==> config.mk <==
export PLATFORM = sky130hd
export DESIGN_NAME = vga_timing_rx
export DESIGN_NICKNAME = d
export VERILOG_FILES = /design/src/rtl/vga_timing_rx.sv
export SDC_FILE = /design/constraint.sdc
export NUM_CORES = 1
export LEC_CHECK = 0
export ABC_AREA = 1
export CAP_MARGIN = 0
export CORE_MARGIN = 2
export CORE_UTILIZATION = 50
export CTS_CLUSTER_DIAMETER = 120
export DETAILED_ROUTE_END_ITERATION = 8
export PLACE_DENSITY = 0.74
export RECOVER_POWER = 50
export SYNTH_ARGS = -nofsm -noshare
export SYNTH_HDL_FRONTEND = slang
export SYNTH_SLANG_ARGS = --single-unit
==> constraint.sdc <==
create_clock -name sclk -period 3.1 [get_ports sclk]
set_input_delay 0.62 -clock sclk [delete_from_list [all_inputs] [get_ports sclk]]
set_output_delay 0.62 -clock sclk [all_outputs]
set_load 0.02 [all_outputs]
==> src/rtl/vga_timing_rx.sv <==
// VGA timing receiver: recovers line/frame timing from the sync edges, checks it against the mode and
// emits coordinates plus a qualified pixel stream once locked. Define VGA_RX_CHECKSUM_EN for a per-frame pixel checksum.
module vga_timing_rx #(
  parameter int   H_SYNC      = 96,
  parameter int   H_BACK      = 48,
  parameter int   H_ACTIVE    = 640,
  parameter int   H_TOTAL     = 800,
  parameter int   V_SYNC      = 2,
  parameter int   V_BACK      = 33,
  parameter int   V_ACTIVE    = 480,
  parameter int   V_TOTAL     = 525,
  parameter logic SYNC_POL    = 1'b0,
  parameter int   LOCK_FRAMES = 2
) (
  input  logic        sclk,
  input  logic        s_rst,
  input  logic        vga_hsync,
  input  logic        vga_vsync,
  input  logic [15:0] vga_rgb,
  output logic [15:0] pix_data,
  output logic        pix_valid,
  output logic [9:0]  pix_x,
  output logic [9:0]  pix_y,
  output logic        frame_start,
  output logic        locked,
  output logic        timing_err
`ifdef VGA_RX_CHECKSUM_EN
  ,
  output logic [15:0] frame_sum,
  output logic        sum_valid
`endif
);

  localparam logic [11:0] H_START = 12'(H_SYNC + H_BACK);
  localparam logic [11:0] H_END   = 12'(H_SYNC + H_BACK + H_ACTIVE);
  localparam logic [10:0] V_START = 11'(V_SYNC + V_BACK);
  localparam logic [10:0] V_END   = 11'(V_SYNC + V_BACK + V_ACTIVE);

  typedef enum logic [1:0] {SEARCH, TRACK, LOCKED} state_t;

  state_t      state_q, state_d;
  logic [7:0]  goodCnt_q, goodCnt_d;
  logic        lineChk_q, lineChk_d;

  logic        hsIn_q, vsIn_q;
  logic [15:0] rgbIn_q;
  logic        hsPrev_q, vsAtLine_q;
  logic [11:0] hCnt_q, hCnt_d;
  logic [10:0] vCnt_q, vCnt_d;

  logic [15:0] pixData_q;
  logic        pixValid_q, pixValid_d;
  logic [9:0]  pixX_q, pixX_d;
  logic [9:0]  pixY_q, pixY_d;
  logic        frameStart_q, frameStart_d;
  logic        locked_q;
  logic        timingErr_q, timingErr_d;

  logic hsActive, vsActive, lineStart, reload;
  logic satErr, lineErr, frameErr, anyErr;
  logic hInside, vInside;

  // Counters describe the pixel currently held in rgbIn_q, so outputs see it one edge later.
  always_comb begin
    hsActive  = (hsIn_q == SYNC_POL);
    vsActive  = (vsIn_q == SYNC_POL);
    lineStart = hsActive && !hsPrev_q;
    reload    = lineStart && vsActive && !vsAtLine_q;

    hCnt_d = hCnt_q;
    if (lineStart)
      hCnt_d = 12'd0;
    else if (hCnt_q != 12'hFFF)
      hCnt_d = hCnt_q + 12'd1;

    vCnt_d = vCnt_q;
    if (reload)
      vCnt_d = 11'd0;
    else if (lineStart && vCnt_q != 11'h7FF)
      vCnt_d = vCnt_q + 11'd1;

    satErr   = !lineStart && (hCnt_q == 12'd4094);
    lineErr  = lineStart && lineChk_q && ((hCnt_q + 12'd1) != 12'(H_TOTAL));
    frameErr = reload && ((vCnt_q + 11'd1) != 11'(V_TOTAL));
    anyErr   = satErr || lineErr || frameErr;
  end

  always_comb begin
    state_d     = state_q;
    goodCnt_d   = goodCnt_q;
    lineChk_d   = lineChk_q;
    timingErr_d = 1'b0;
    case (state_q)
      SEARCH: begin
        goodCnt_d = 8'd0;
        lineChk_d = 1'b0;
        if (reload)
          state_d = TRACK;
      end
      TRACK: begin
        if (anyErr) begin
          state_d     = SEARCH;
          goodCnt_d   = 8'd0;
          lineChk_d   = 1'b0;
          timingErr_d = 1'b1;
        end else begin
          if (lineStart)
            lineChk_d = 1'b1;
          if (reload) begin
            goodCnt_d = goodCnt_q + 8'd1;
            if ((goodCnt_q + 8'd1) >= 8'(LOCK_FRAMES))
              state_d = LOCKED;
          end
        end
      end
      LOCKED: begin
        if (anyErr) begin
          state_d     = SEARCH;
          goodCnt_d   = 8'd0;
          lineChk_d   = 1'b0;
          timingErr_d = 1'b1;
        end else if (lineStart) begin
          lineChk_d = 1'b1;
        end
      end
      default: begin
        state_d   = SEARCH;
        goodCnt_d = 8'd0;
        lineChk_d = 1'b0;
      end
    endcase
  end

  // Gating on the next state keeps the pixel of an error cycle from being qualified.
  always_comb begin
    hInside      = (hCnt_d >= H_START) && (hCnt_d < H_END);
    vInside      = (vCnt_d >= V_START) && (vCnt_d < V_END);
    pixValid_d   = (state_d == LOCKED) && hInside && vInside;
    pixX_d       = 10'(hCnt_d - H_START);
    pixY_d       = 10'(vCnt_d - V_START);
    frameStart_d = pixValid_d && (pixX_d == 10'd0) && (pixY_d == 10'd0);
  end

  always_ff @(posedge sclk) begin
    if (s_rst) begin
      hsIn_q       <= ~SYNC_POL;
      vsIn_q       <= ~SYNC_POL;
      rgbIn_q      <= 16'd0;
      hsPrev_q     <= 1'b0;
      vsAtLine_q   <= 1'b0;
      hCnt_q       <= 12'd0;
      vCnt_q       <= 11'd0;
      state_q      <= SEARCH;
      goodCnt_q    <= 8'd0;
      lineChk_q    <= 1'b0;
      pixData_q    <= 16'd0;
      pixValid_q   <= 1'b0;
      pixX_q       <= 10'd0;
      pixY_q       <= 10'd0;
      frameStart_q <= 1'b0;
      locked_q     <= 1'b0;
      timingErr_q  <= 1'b0;
    end else begin
      hsIn_q       <= vga_hsync;
      vsIn_q       <= vga_vsync;
      rgbIn_q      <= vga_rgb;
      hsPrev_q     <= hsActive;
      if (lineStart)
        vsAtLine_q <= vsActive;
      hCnt_q       <= hCnt_d;
      vCnt_q       <= vCnt_d;
      state_q      <= state_d;
      goodCnt_q    <= goodCnt_d;
      lineChk_q    <= lineChk_d;
      pixData_q    <= rgbIn_q;
      pixValid_q   <= pixValid_d;
      pixX_q       <= pixX_d;
      pixY_q       <= pixY_d;
      frameStart_q <= frameStart_d;
      locked_q     <= (state_d == LOCKED);
      timingErr_q  <= timingErr_d;
    end
  end

  assign pix_data    = pixData_q;
  assign pix_valid   = pixValid_q;
  assign pix_x       = pixX_q;
  assign pix_y       = pixY_q;
  assign frame_start = frameStart_q;
  assign locked      = locked_q;
  assign timing_err  = timingErr_q;

`ifdef VGA_RX_CHECKSUM_EN
  logic [15:0] sum_q;
  logic [15:0] frameSum_q;
  logic        sumValid_q;

  // The total is published only for a frame that stayed locked from its first to its last line.
  always_ff @(posedge sclk) begin
    if (s_rst) begin
      sum_q      <= 16'd0;
      frameSum_q <= 16'd0;
      sumValid_q <= 1'b0;
    end else begin
      sumValid_q <= 1'b0;
      if (pixValid_d)
        sum_q <= frameStart_d ? rgbIn_q : (sum_q + rgbIn_q);
      if (reload && (state_q == LOCKED) && !anyErr) begin
        frameSum_q <= sum_q;
        sumValid_q <= 1'b1;
      end
    end
  end

  assign frame_sum = frameSum_q;
  assign sum_valid = sumValid_q;
`endif

endmodule
==> impl_metrics.csv, run 1 <==
group,metric,value,unit
synthesis,synth_fa_ha_area_share,4.17,%
power,powerDensity,449,mW/mm²
synthesis,netlist_instances,665,
setup_path,arrival,3.00,ns
clocking,cts_max_path_buffers,2,
routing,post-route-drc-count,0,
setup_path,critPathMaxFanout,8,
grt,grt_max_degree,79,
timing,finalHoldViolCount,0,
routing,vias_per_cell,4.87,
synthesis,yosys_register_bits,90,
timing,rsz0062_at_grt,"no",
final_layout,area_delta_synth_final,17.9,%
power,switching_share,29.6,%
setup_path,r2r_start,"vCnt_q[0]",
floorplan,dieHeight,98.8,µm
timing,final.min_clock_period,2.70,ns
clocking,cts_sinks,90,
synthesis,synth.area.top_cells,"dfxtp_1, nand2_1, nor2_1, inv_1, nand3_1",
final_layout,drive_above_1_share,7.19,%
final_layout,seq_area,0.00180,mm²
timing,setup_viol,0,
placed_design,routabilityCongestion,0.862,
floorplan,initial_core_util,51.6,%
clocking,h-tree-depth,3,
final_layout,antennaDiodeCount,0,
timing,fin_setup_tns,0,ns
power,p_int,1.68,mW
grt,grt_use_total,21.3,%
routing,dr_total_vias,4043,
timing,tightest_slew,1.45,ns
clocking,cts_tree,"yes",
floorplan,rows,34,
synthesis,seq_area_frac_synth,40.1,%
setup_path,r2r-end,"frame_start",
run,maxCapViolations,0,
clocking,clk_pin_slew,0.09,ns
setup_path,worstRegToRegCells,14,
timing,worst_slack,0.398,ns
placed_design,place_area,0.00513,mm²
synthesis,synth-xor-area-share,2.14,%
grt,grt_pass1_wl,17100,µm
power,pwr-share-comb,15.7,%
grt,antenna_found_initial,0,
worst_hold_path,min_path_cells,2,
floorplan,fp.dieW,98.8,µm
run_status,status,"complete, no violations",
setup_path,cp-end-kind,"flop",
synthesis,yosysTopAreaCellShare,40.1,%
synthesis,muxShareOfSynthArea,0,%
setup_path,rrSetupSlack,0.40,ns
power,switching_power,0.706,mW
floorplan,design.die.area,0.00977,mm²
setup_path,worstPathRequired,3.40,ns
grt,gr-total-overflow,0,
power,seq_power_share,52.4,%
final_layout,multiInputGateArea,0.00222,mm²
timing,period_share,87.2,%
timing,finClkSkew,0.00989,ns
synthesis,yosysUniqueCellTypes,32,
synthesis,syn_area,0.00450,mm²
final_layout,postLayoutCellArea,0.00530,mm²
placed_design,place_inst,815,
routing,finalWirelength,9830,µm
grt,grt_pass1_vias,3892,
final_layout,fillCellCount,808,
power,p_total,2.38,mW
timing,slew_headroom,3.47,%
clocking,root_buffer,"clkbuf_8",
clocking,worst_skew_pair.late_latency,0.36,ns
power,clockPowerShare,31.9,%
synthesis,synth_compound_area_share,4.31,%
floorplan,ios,60,
final_layout,nNetsFinal,753,
placed_design,dp_slack,0.576,ns
worst_hold_path,worst_hold_path.endpoint,"pix_data[11]",
synthesis,avgSynthCellArea,6.76,µm²
final_layout,fin_cells,831,
setup_path,start_kind,"flop",
power,peakVddDrop,314,µV
routing,routedWlPerCell,11.8,µm
synthesis,synth_warnings,0,
placed_design,port_buffers,59,
worst_hold_path,min_path_type,"flop to flop",
synthesis,synth-simple-area-share,39.0,%
synthesis,synth_top_family_by_area,"simple AND/OR/NAND/NOR gates",
routing,drt-initial-drc-count,197,
routing,first_pass_iters,5,
clocking,cts_resized,0,
timing,fmax,0.370,GHz
synthesis,syn_nets,700,
floorplan,core,0.00872,mm²
clocking,post_cts_buffers,0,
clocking,cts_buffers,9,
setup_path,worstSetupPathType,"flop to flop",
routing,detail-route-antenna-nets,0,
power,p_leak,2.55,nW
worst_hold_path,min-delay-start,"rgbIn_q[11]",
timing,slew_violations,0,
placed_design,hpwlAfterDp,7380,µm
clocking,cts_hold_buffers,0,
synthesis,synth_top_cell_by_area,"dfxtp_1",
==> worst max-delay path: stages (launching register included) <==
cell,delay [ns]
dfxtp_1,0.42
ha_1,0.26
nand3_2,0.13
nor2_4,0.18
nand2_1,0.17
nand2_1,0.24
nor2_1,0.10
nor2_2,0.19
ha_1,0.23
inv_1,0.07
nand4_1,0.13
nand2_1,0.09
xor2_1,0.22
nand4_1,0.12
nor2_1,0.10
==> metal layers <==
metal | wire, µm | global-route usage [%] | vias to the layer above
li1 | - | - | 2130
met5 | 0 | 0 | -
met2 | 4380 | 35.4 | 117
met4 | 142 | 5.80 | 0
met3 | 726 | 6.74 | 15
met1 | 4580 | 26.7 | 1781
==> flip-flops by register name, summed over array words and instances, names as in the netlist <==
register,cells
timing_err,1
vsAtLine_q,1
frame_start,1
goodCnt_q,8
pix_valid,1
hsIn_q,1
rgbIn_q,16
state_q,2
vsIn_q,1
pix_x,6
lineChk_q,1
hsPrev_q,1
hCnt_q,12
vCnt_q,11
pix_data,16
locked,1
pix_y,10
==> layout by cell type (no fill, tap or decap), drive strengths merged, types with 10 or more instances in the layout <==
cell	Yosys	layout
dfxtp	90	90
nand2	172	172
clkbuf	10	10
ha	15	15
nand4	10	10
o21ai	11	11
a21oi	15	15
nor2	153	153
nand3	55	55
inv	97	101
clkdlybuf4s50	0	51
==> through the flow <==
stage | hold WS [ns] | utilization, %
2_1_floorplan | 0.388 | -
3_3_place_gp | 0.388 | 58.8
3_5_place_dp | 0.394 | 58.8
4_1_cts | 0.408 | 61.0
5_1_grt | 0.421 | 60.8
6_report | 0.405 | 60.8
==> cells in the mapped netlist <==
cell	number
a21oi_1	12
a21oi_2	1
a21oi_4	2
buf_1	2
buf_4	4
buf_6	2
clkbuf_1	10
dfxtp_1	90
ha_1	15
inv_1	93
inv_2	4
nand2_1	167
nand2_2	5
nand3_1	48
nand3_2	6
nand3_4	1
nand3b_1	5
nand4_1	10
nor2_1	140
nor2_2	9
nor2_4	4
nor3_1	5
o211ai_1	1
o21ai_0	9
o21ai_1	1
o21ai_2	1
o21bai_1	2
o21bai_2	1
or2_2	3
or2_4	1
xnor2_1	2
xor2_1	9
==> worst max-delay path by stage <==
stage / to / from / slack, ns / cells past startpoint
3_3_place_gp: frame_start / hCnt_q[1] / 0.69 / 14
3_5_place_dp: frame_start / hCnt_q[1] / 0.58 / 16
6_report: frame_start / vCnt_q[0] / 0.40 / 14
2_1_floorplan: frame_start / vCnt_q[0] / 0.87 / 15
4_1_cts: frame_start / vCnt_q[0] / 0.57 / 15
5_1_grt: frame_start / vCnt_q[0] / 0.10 / 15
==> power groups by stage <==
stage                     registers, mW  logic, mW  clock network [mW]
after global routing               1.26      0.420               0.826
after global placement             1.27      0.373                   0
after CTS                          1.25      0.379               0.787
final                              1.25      0.375               0.760
after detailed placement           1.28      0.376                   0
after floorplan                    1.30      0.207                   0
==> final cells by class <==
class / count / area share [%]
tap: 108 / 2.55
clock inverter: 7 / 1.27
multi-input combinational: 460 / 41.9
clock buffer: 9 / 2.34
timing repair buffer: 60 / 11.1
sequential: 90 / 34.0
inverter: 97 / 6.86
==> kinds of logic after synthesis <==
kind of cell,count (synthesis)
AOI/OAI and AO/OA,30
xor gates and xnor gates,11
adders and majority gates,15
buffers and inverters,115
DFF,90
and+or+nand+nor,404
Note: power is estimated with default switching activity, not from simulation.
==> inputs of run 2 (changes only) <==
==> constraint.sdc (replaced) <==
create_clock -name sclk -period 3.3 [get_ports sclk]
set_input_delay 0.66 -clock sclk [delete_from_list [all_inputs] [get_ports sclk]]
set_output_delay 0.66 -clock sclk [all_outputs]
set_load 0.02 [all_outputs]
==> run 2 against run 1 <==
Against the previous run:
- die area unchanged
- core utilization about the same
- critical path type unchanged
- clock power fell by 5.4%
- critical endpoint unchanged
- register-to-register slack better by 0.18 ns
- highest routed layer unchanged
- critical path depth grew 2
==> impl_metrics.csv, run 2 (synthesized netlist as in run 1, its figures left out) <==
group,metric,value,unit
run_status,status,"complete, no violations",
run,maxCapViolations,0,
floorplan,ios,60,
clocking,root_buffer,"clkbuf_8",
grt,gr-max-usage-layer,"met2",
final_layout,nNetsFinal,753,
final_layout,final_cell_mix,"nand2_1, nor2_1, inv_1, dfxtp_1, clkdlybuf4s50_1",
routing,vias_per_cell,4.92,
setup_path,worstPathCellList,"ha_1 -> nand3_2 -> nor2_4 -> nand2_1 -> nand2_1 -> nor2_1 -> nor2_2 -> ha_1 -> nand2_1 -> a21oi_1 -> nand3_1 -> nor2_1 -> nand3_1 -> nor2_1 -> nand4_1 -> nor2_1",
floorplan,fp.dieW,98.8,µm
grt,gr-total-overflow,0,
worst_hold_path,min_path_cells,2,
setup_path,cp_slowest_cell,"dfxtp_1",
routing,first_pass_iters,5,
clocking,clk_pin_slew,0.10,ns
grt,antenna_found_initial,0,
setup_path,r2r-end,"frame_start",
final_layout,layout_commonest_cell,"nand2_1",
clocking,h-tree-depth,3,
timing,slew_headroom,4.99,%
power,peakVddDrop,263,µV
setup_path,crit_start,"vCnt_q[0]",
timing,fmax,0.367,GHz
final_layout,drive_above_1_share,7.05,%
grt,use_met1,27.0,%
worst_hold_path,min-delay-start,"rgbIn_q[11]",
timing,period_share,82.6,%
routing,detail-route-antenna-nets,0,
timing,finalHoldViolCount,0,
floorplan,initial_core_util,51.6,%
worst_hold_path,worst_hold_path.endpoint,"pix_data[11]",
setup_path,r2r_start,"vCnt_q[0]",
grt,grt_pass1_vias,3893,
routing,dr_total_vias,4090,
timing,finClkSkew,0.0127,ns
floorplan,dieHeight,98.8,µm
clocking,cts_sinks,90,
timing,final.min_clock_period,2.73,ns
timing,rsz0062_at_grt,"no",
routing,drt-initial-drc-count,218,
setup_path,rrSetupSlack,0.57,ns
power,p_leak,2.55,nW
setup_path,cp_common_cell,"nor2_1",
placed_design,routabilityCongestion,0.861,
setup_path,arrival,3.03,ns
setup_path,worstRegToRegCells,16,
timing,setup_viol,0,
final_layout,area_delta_synth_final,17.9,%
setup_path,critPathMaxFanout,8,
worst_hold_path,min_path_type,"flop to flop",
floorplan,rows,34,
power,powerDensity,424,mW/mm²
placed_design,hpwlAfterDp,7410,µm
grt,grt_max_degree,79,
timing,fin_setup_tns,0,ns
clocking,cts_tree,"yes",
routing,finalWirelength,9980,µm
clocking,worst_skew_pair.late_latency,0.36,ns
grt,grt_use_total,21.4,%
placed_design,port_buffers,59,
clocking,cts_buffers,9,
setup_path,start_kind,"flop",
timing,tightest_slew,1.43,ns
clocking,cts_hold_buffers,0,
floorplan,core,0.00872,mm²
grt,grtUsageMet2,35.1,%
floorplan,design.die.area,0.00977,mm²
clocking,cts_resized,0,
setup_path,slowest_delay,0.42,ns
timing,slew_violations,0,
clocking,post_cts_buffers,0,
placed_design,place_area,0.00513,mm²
setup_path,worstPathRequired,3.61,ns
grt,grt_use_met3,6.60,%
final_layout,postLayoutCellArea,0.00530,mm²
final_layout,antennaDiodeCount,0,
routing,post-route-drc-count,0,
setup_path,cp-end-kind,"flop",
clocking,cts_max_path_buffers,2,
grt,grt_pass1_wl,17200,µm
routing,routedWlPerCell,12.0,µm
setup_path,worstSetupPathType,"flop to flop",
-- run 2: changes by cell type in the layout (fill, tap and decap cells not counted), sizes merged --
cell,delta
inv,+1
clkinv,-1
clkdlybuf4s50,+2
dlygate4sd3,-2
-- run 2: through the flow --
step | total power, mW | cells | setup WS [ns] | util (%) | hold slack (ns)
after floorplan | 1.42 | 665 | 1.07 | - | 0.388
after global placement | 1.55 | 815 | 0.895 | 58.8 | 0.388
after detailed placement | 1.55 | 815 | 0.793 | 58.8 | 0.394
after CTS | 2.27 | 831 | 0.749 | 61.0 | 0.407
after global routing | 2.36 | 831 | 0.232 | 60.8 | 0.432
final | 2.25 | 831 | 0.573 | 60.8 | 0.405
-- run 2: final cells by class --
class / count / area (µm²)
clock inverter: 7 / 67.6
multi-input combinational: 460 / 2220
clock buffer: 9 / 124
timing repair buffer: 60 / 591
sequential: 90 / 1800
inverter: 97 / 364
tap: 108 / 135
fill: 817 / 3420
-- run 2: worst max path at each step --
stage	endpoint	slack, ns	cells after the start
floorplan	frame_start	1.07	15
global placement	frame_start	0.89	14
detailed placement	frame_start	0.79	15
CTS	frame_start	0.75	16
global route	frame_start	0.23	15
finish	frame_start	0.57	16
-- run 2: critical path, delay by kind of cell, from the launching register on --
| kind | cells | cell delay, ns |
|---|---|---|
| fa+ha+maj | 2 | 0.46 |
| simple gates | 13 | 1.68 |
| flops | 1 | 0.42 |
| compound gates | 1 | 0.13 |
-- run 2: where the power goes --
| group | internal (mW) | switching, mW | leakage, nW |
|---|---|---|---|
| combinational | 0.141 | 0.213 | 1.71 |
| clock | 0.296 | 0.423 | 0.0962 |
| sequential | 1.14 | 0.0335 | 0.740 |
| total | 1.58 | 0.670 | 2.55 |
-- run 2: metal layers --
| layer | wire length, µm | share of wire [%] |
|---|---|---|
| met1 | 4550 | 46 |
| met2 | 4520 | 45 |
| met3 | 767 | 7.7 |
| met4 | 145 | 1.5 |
| met5 | 0 | 0 |
==> inputs of run 3 (changes only) <==
--- a/config.mk
+++ b/config.mk
@@ -11,7 +11,7 @@
 export CORE_UTILIZATION = 50
 export CTS_CLUSTER_DIAMETER = 120
 export DETAILED_ROUTE_END_ITERATION = 8
-export PLACE_DENSITY = 0.74
+export PLACE_DENSITY = 0.76
 export RECOVER_POWER = 50
 export SYNTH_ARGS = -nofsm -noshare
 export SYNTH_HDL_FRONTEND = slang
==> constraint.sdc (replaced) <==
create_clock -name sclk -period 2.4 [get_ports sclk]
set_input_delay 0.48 -clock sclk [delete_from_list [all_inputs] [get_ports sclk]]
set_output_delay 0.48 -clock sclk [all_outputs]
set_load 0.02 [all_outputs]
==> run 3 against run 2 <==
Against the previous run:
- register-to-register slack worse by 0.45 ns
- count of clock-buffer cells in the layout unchanged
- power up 41%
- clock skew up 0.00084 ns
- hold slack better by 0.0049 ns
- flip-flop and latch count unchanged
- wire length up 7.4%
- sequential power up 38%
- via count up 7.5%
- critical endpoint is now goodCnt_q[7]
==> impl_metrics.csv, run 3 (synthesized netlist as in run 1, its figures left out) <==
group,metric,value,unit
run_status,status,"complete, no violations",
floorplan,dieHeight,98.8,µm
routing,drt-initial-drc-count,290,
setup_path,cp-end-kind,"flop",
setup_path,worstRegToRegCells,16,
setup_path,worstSetupPathType,"flop to flop",
grt,grt_pass1_wl,17600,µm
setup_path,r2r_start,"hCnt_q[1]",
timing,final.min_clock_period,2.27,ns
timing,finalHoldViolCount,0,
final_layout,antennaDiodeCount,0,
setup_path,path_buf_inv,1,
timing,worst_hold_slack,0.410,ns
floorplan,fp.dieW,98.8,µm
final_layout,fillCellCount,749,
run,maxCapViolations,0,
setup_path,worstPathCellList,"ha_4 -> nand3_1 -> o21ai_1 -> nand2_1 -> nor2_1 -> nand2_1 -> nor2_1 -> nand2_1 -> nand2_2 -> nand3_4 -> nor2_4 -> a21oi_4 -> buf_12 -> o21ai_0 -> nand2_1 -> nor2_1",
clocking,root_buffer,"clkbuf_8",
clocking,worst_skew_pair.late_latency,0.37,ns
setup_path,critPathMaxFanout,16,
grt,antenna_found_initial,0,
routing,vias_per_cell,5.13,
setup_path,cp_slowest_cell,"dfxtp_2",
timing,rsz0062_at_grt,"yes",
placed_design,hpwlAfterDp,7500,µm
timing,setup_viol,0,
floorplan,initial_core_util,51.6,%
timing,finClkSkew,0.0135,ns
routing,detail-route-antenna-nets,0,
clocking,cts_hold_buffers,0,
clocking,cts_max_path_buffers,2,
setup_path,arrival,2.58,ns
placed_design,port_buffers,59,
setup_path,r2r-end,"goodCnt_q[7]",
clocking,cts_buffers,9,
floorplan,core,0.00872,mm²
floorplan,ios,60,
timing,worst_slack,0.128,ns
final_layout,layout_commonest_cell,"nand2_1",
clocking,cts_tree,"yes",
floorplan,design.die.area,0.00977,mm²
power,peakVddDrop,368,µV
timing,slew_violations,0,
clocking,h-tree-depth,3,
setup_path,worstPathRequired,2.71,ns
clocking,clk_pin_slew,0.10,ns
grt,gr-total-overflow,0,
grt,grt_pass1_vias,4072,
setup_path,start_kind,"flop",
placed_design,routabilityCongestion,0.961,
final_layout,final_cell_mix,"nand2_1, nor2_1, inv_1, dfxtp_1, clkdlybuf4s50_1",
worst_hold_path,min_path_type,"flop to flop",
timing,tightest_slew,0.757,ns
grt,grt_max_degree,79,
routing,finalWirelength,10700,µm
timing,fmax,0.440,GHz
clocking,cts_sinks,90,
routing,post-route-drc-count,0,
final_layout,area_delta_synth_final,27.9,%
timing,fin_setup_tns,0,ns
setup_path,cpLargestDelayFamily,"simple AND/OR/NAND/NOR gates",
timing,slew_headroom,49.5,%
setup_path,slowest_delay,0.37,ns
power,p_total,3.18,mW
worst_hold_path,min_path_cells,2,
placed_design,dp_slack,0.0169,ns
routing,dr_total_vias,4396,
power,powerDensity,552,mW/mm²
setup_path,rrSetupSlack,0.13,ns
timing,period_share,94.7,%
routing,first_pass_iters,5,
final_layout,nNetsFinal,779,
routing,routedWlPerCell,12.5,µm
worst_hold_path,worst_hold_path.endpoint,"pix_data[1]",
grt,grt_use_total,21.9,%
floorplan,rows,34,
power,p_leak,2.70,nW
worst_hold_path,min-delay-start,"rgbIn_q[1]",
setup_path,cp_common_cell,"nand2_1",
final_layout,drive_above_1_share,16.3,%
run 3: cell types whose count changed in the layout (fill, tap and decap cells not counted), moves of 5 or more:
| cell | change |
|---|---|
| buf_4 | +24 |
| nand2_1 | -10 |
| dfxtp_1 | -9 |
| nand2_2 | +8 |
| dfxtp_2 | +7 |
| nor2_1 | -6 |
| nor2_4 | +6 |
| clkdlybuf4s50_1 | +5 |
| dlygate4sd3_1 | -5 |
| ha_1 | -5 |
run 3: how the worst max path moves through the flow:
stage          cells past startpoint      start      endpoint
2_1_floorplan                     15  vCnt_q[0]   frame_start
3_3_place_gp                      14  hCnt_q[0]   frame_start
3_5_place_dp                      15  vCnt_q[1]   frame_start
4_1_cts                           15  vCnt_q[1]   frame_start
5_1_grt                           16  hCnt_q[1]  goodCnt_q[5]
6_report                          16  hCnt_q[1]  goodCnt_q[7]
run 3: per-layer routing:
| metal | up-vias | track usage [%] | share of wire, % |
|---|---|---|---|
| met4 | 0 | 9.48 | 2.8 |
| met5 | - | 0 | 0 |
| met3 | 37 | 6.17 | 7.3 |
| met2 | 156 | 36.5 | 48 |
| met1 | 2028 | 26.5 | 42 |
| li1 | 2175 | - | - |
run 3: power breakdown:
group	switching, mW	internal [mW]
Sequential	0.0384	1.57
Combinational	0.324	0.228
Clock	0.612	0.406
Total	0.974	2.20
run 3: final cells by class:
type | instances | area (µm²) | area share (%)
clock buffers | 9 | 124 | 2.15
repair buffers | 86 | 808 | 14.1
well taps | 108 | 135 | 2.35
inverters | 97 | 364 | 6.33
clock inverters | 7 | 66.3 | 1.15
multi-input cells | 460 | 2430 | 42.3
flip-flops and latches | 90 | 1820 | 31.6
run 3: stage by stage:
stage	area [µm²]	cells	utilization, %
2_1_floorplan	4500	665	-
3_3_place_gp	5210	826	59.7
3_5_place_dp	5210	826	59.7
4_1_cts	5400	842	62.0
5_1_grt	5750	857	65.9
6_report	5750	857	65.9
run 3: worst min-delay path: stages (launching register included):
cell and delay, ns:
dfxtp_1 0.31, inv_1 0.04, nor2_1 0.03
run 3: timing repair:
item,in CTS,in global routing
resized for setup,1,61
endpoints found under the setup margin,1,18
pin swaps,0,31
setup buffers,0,15
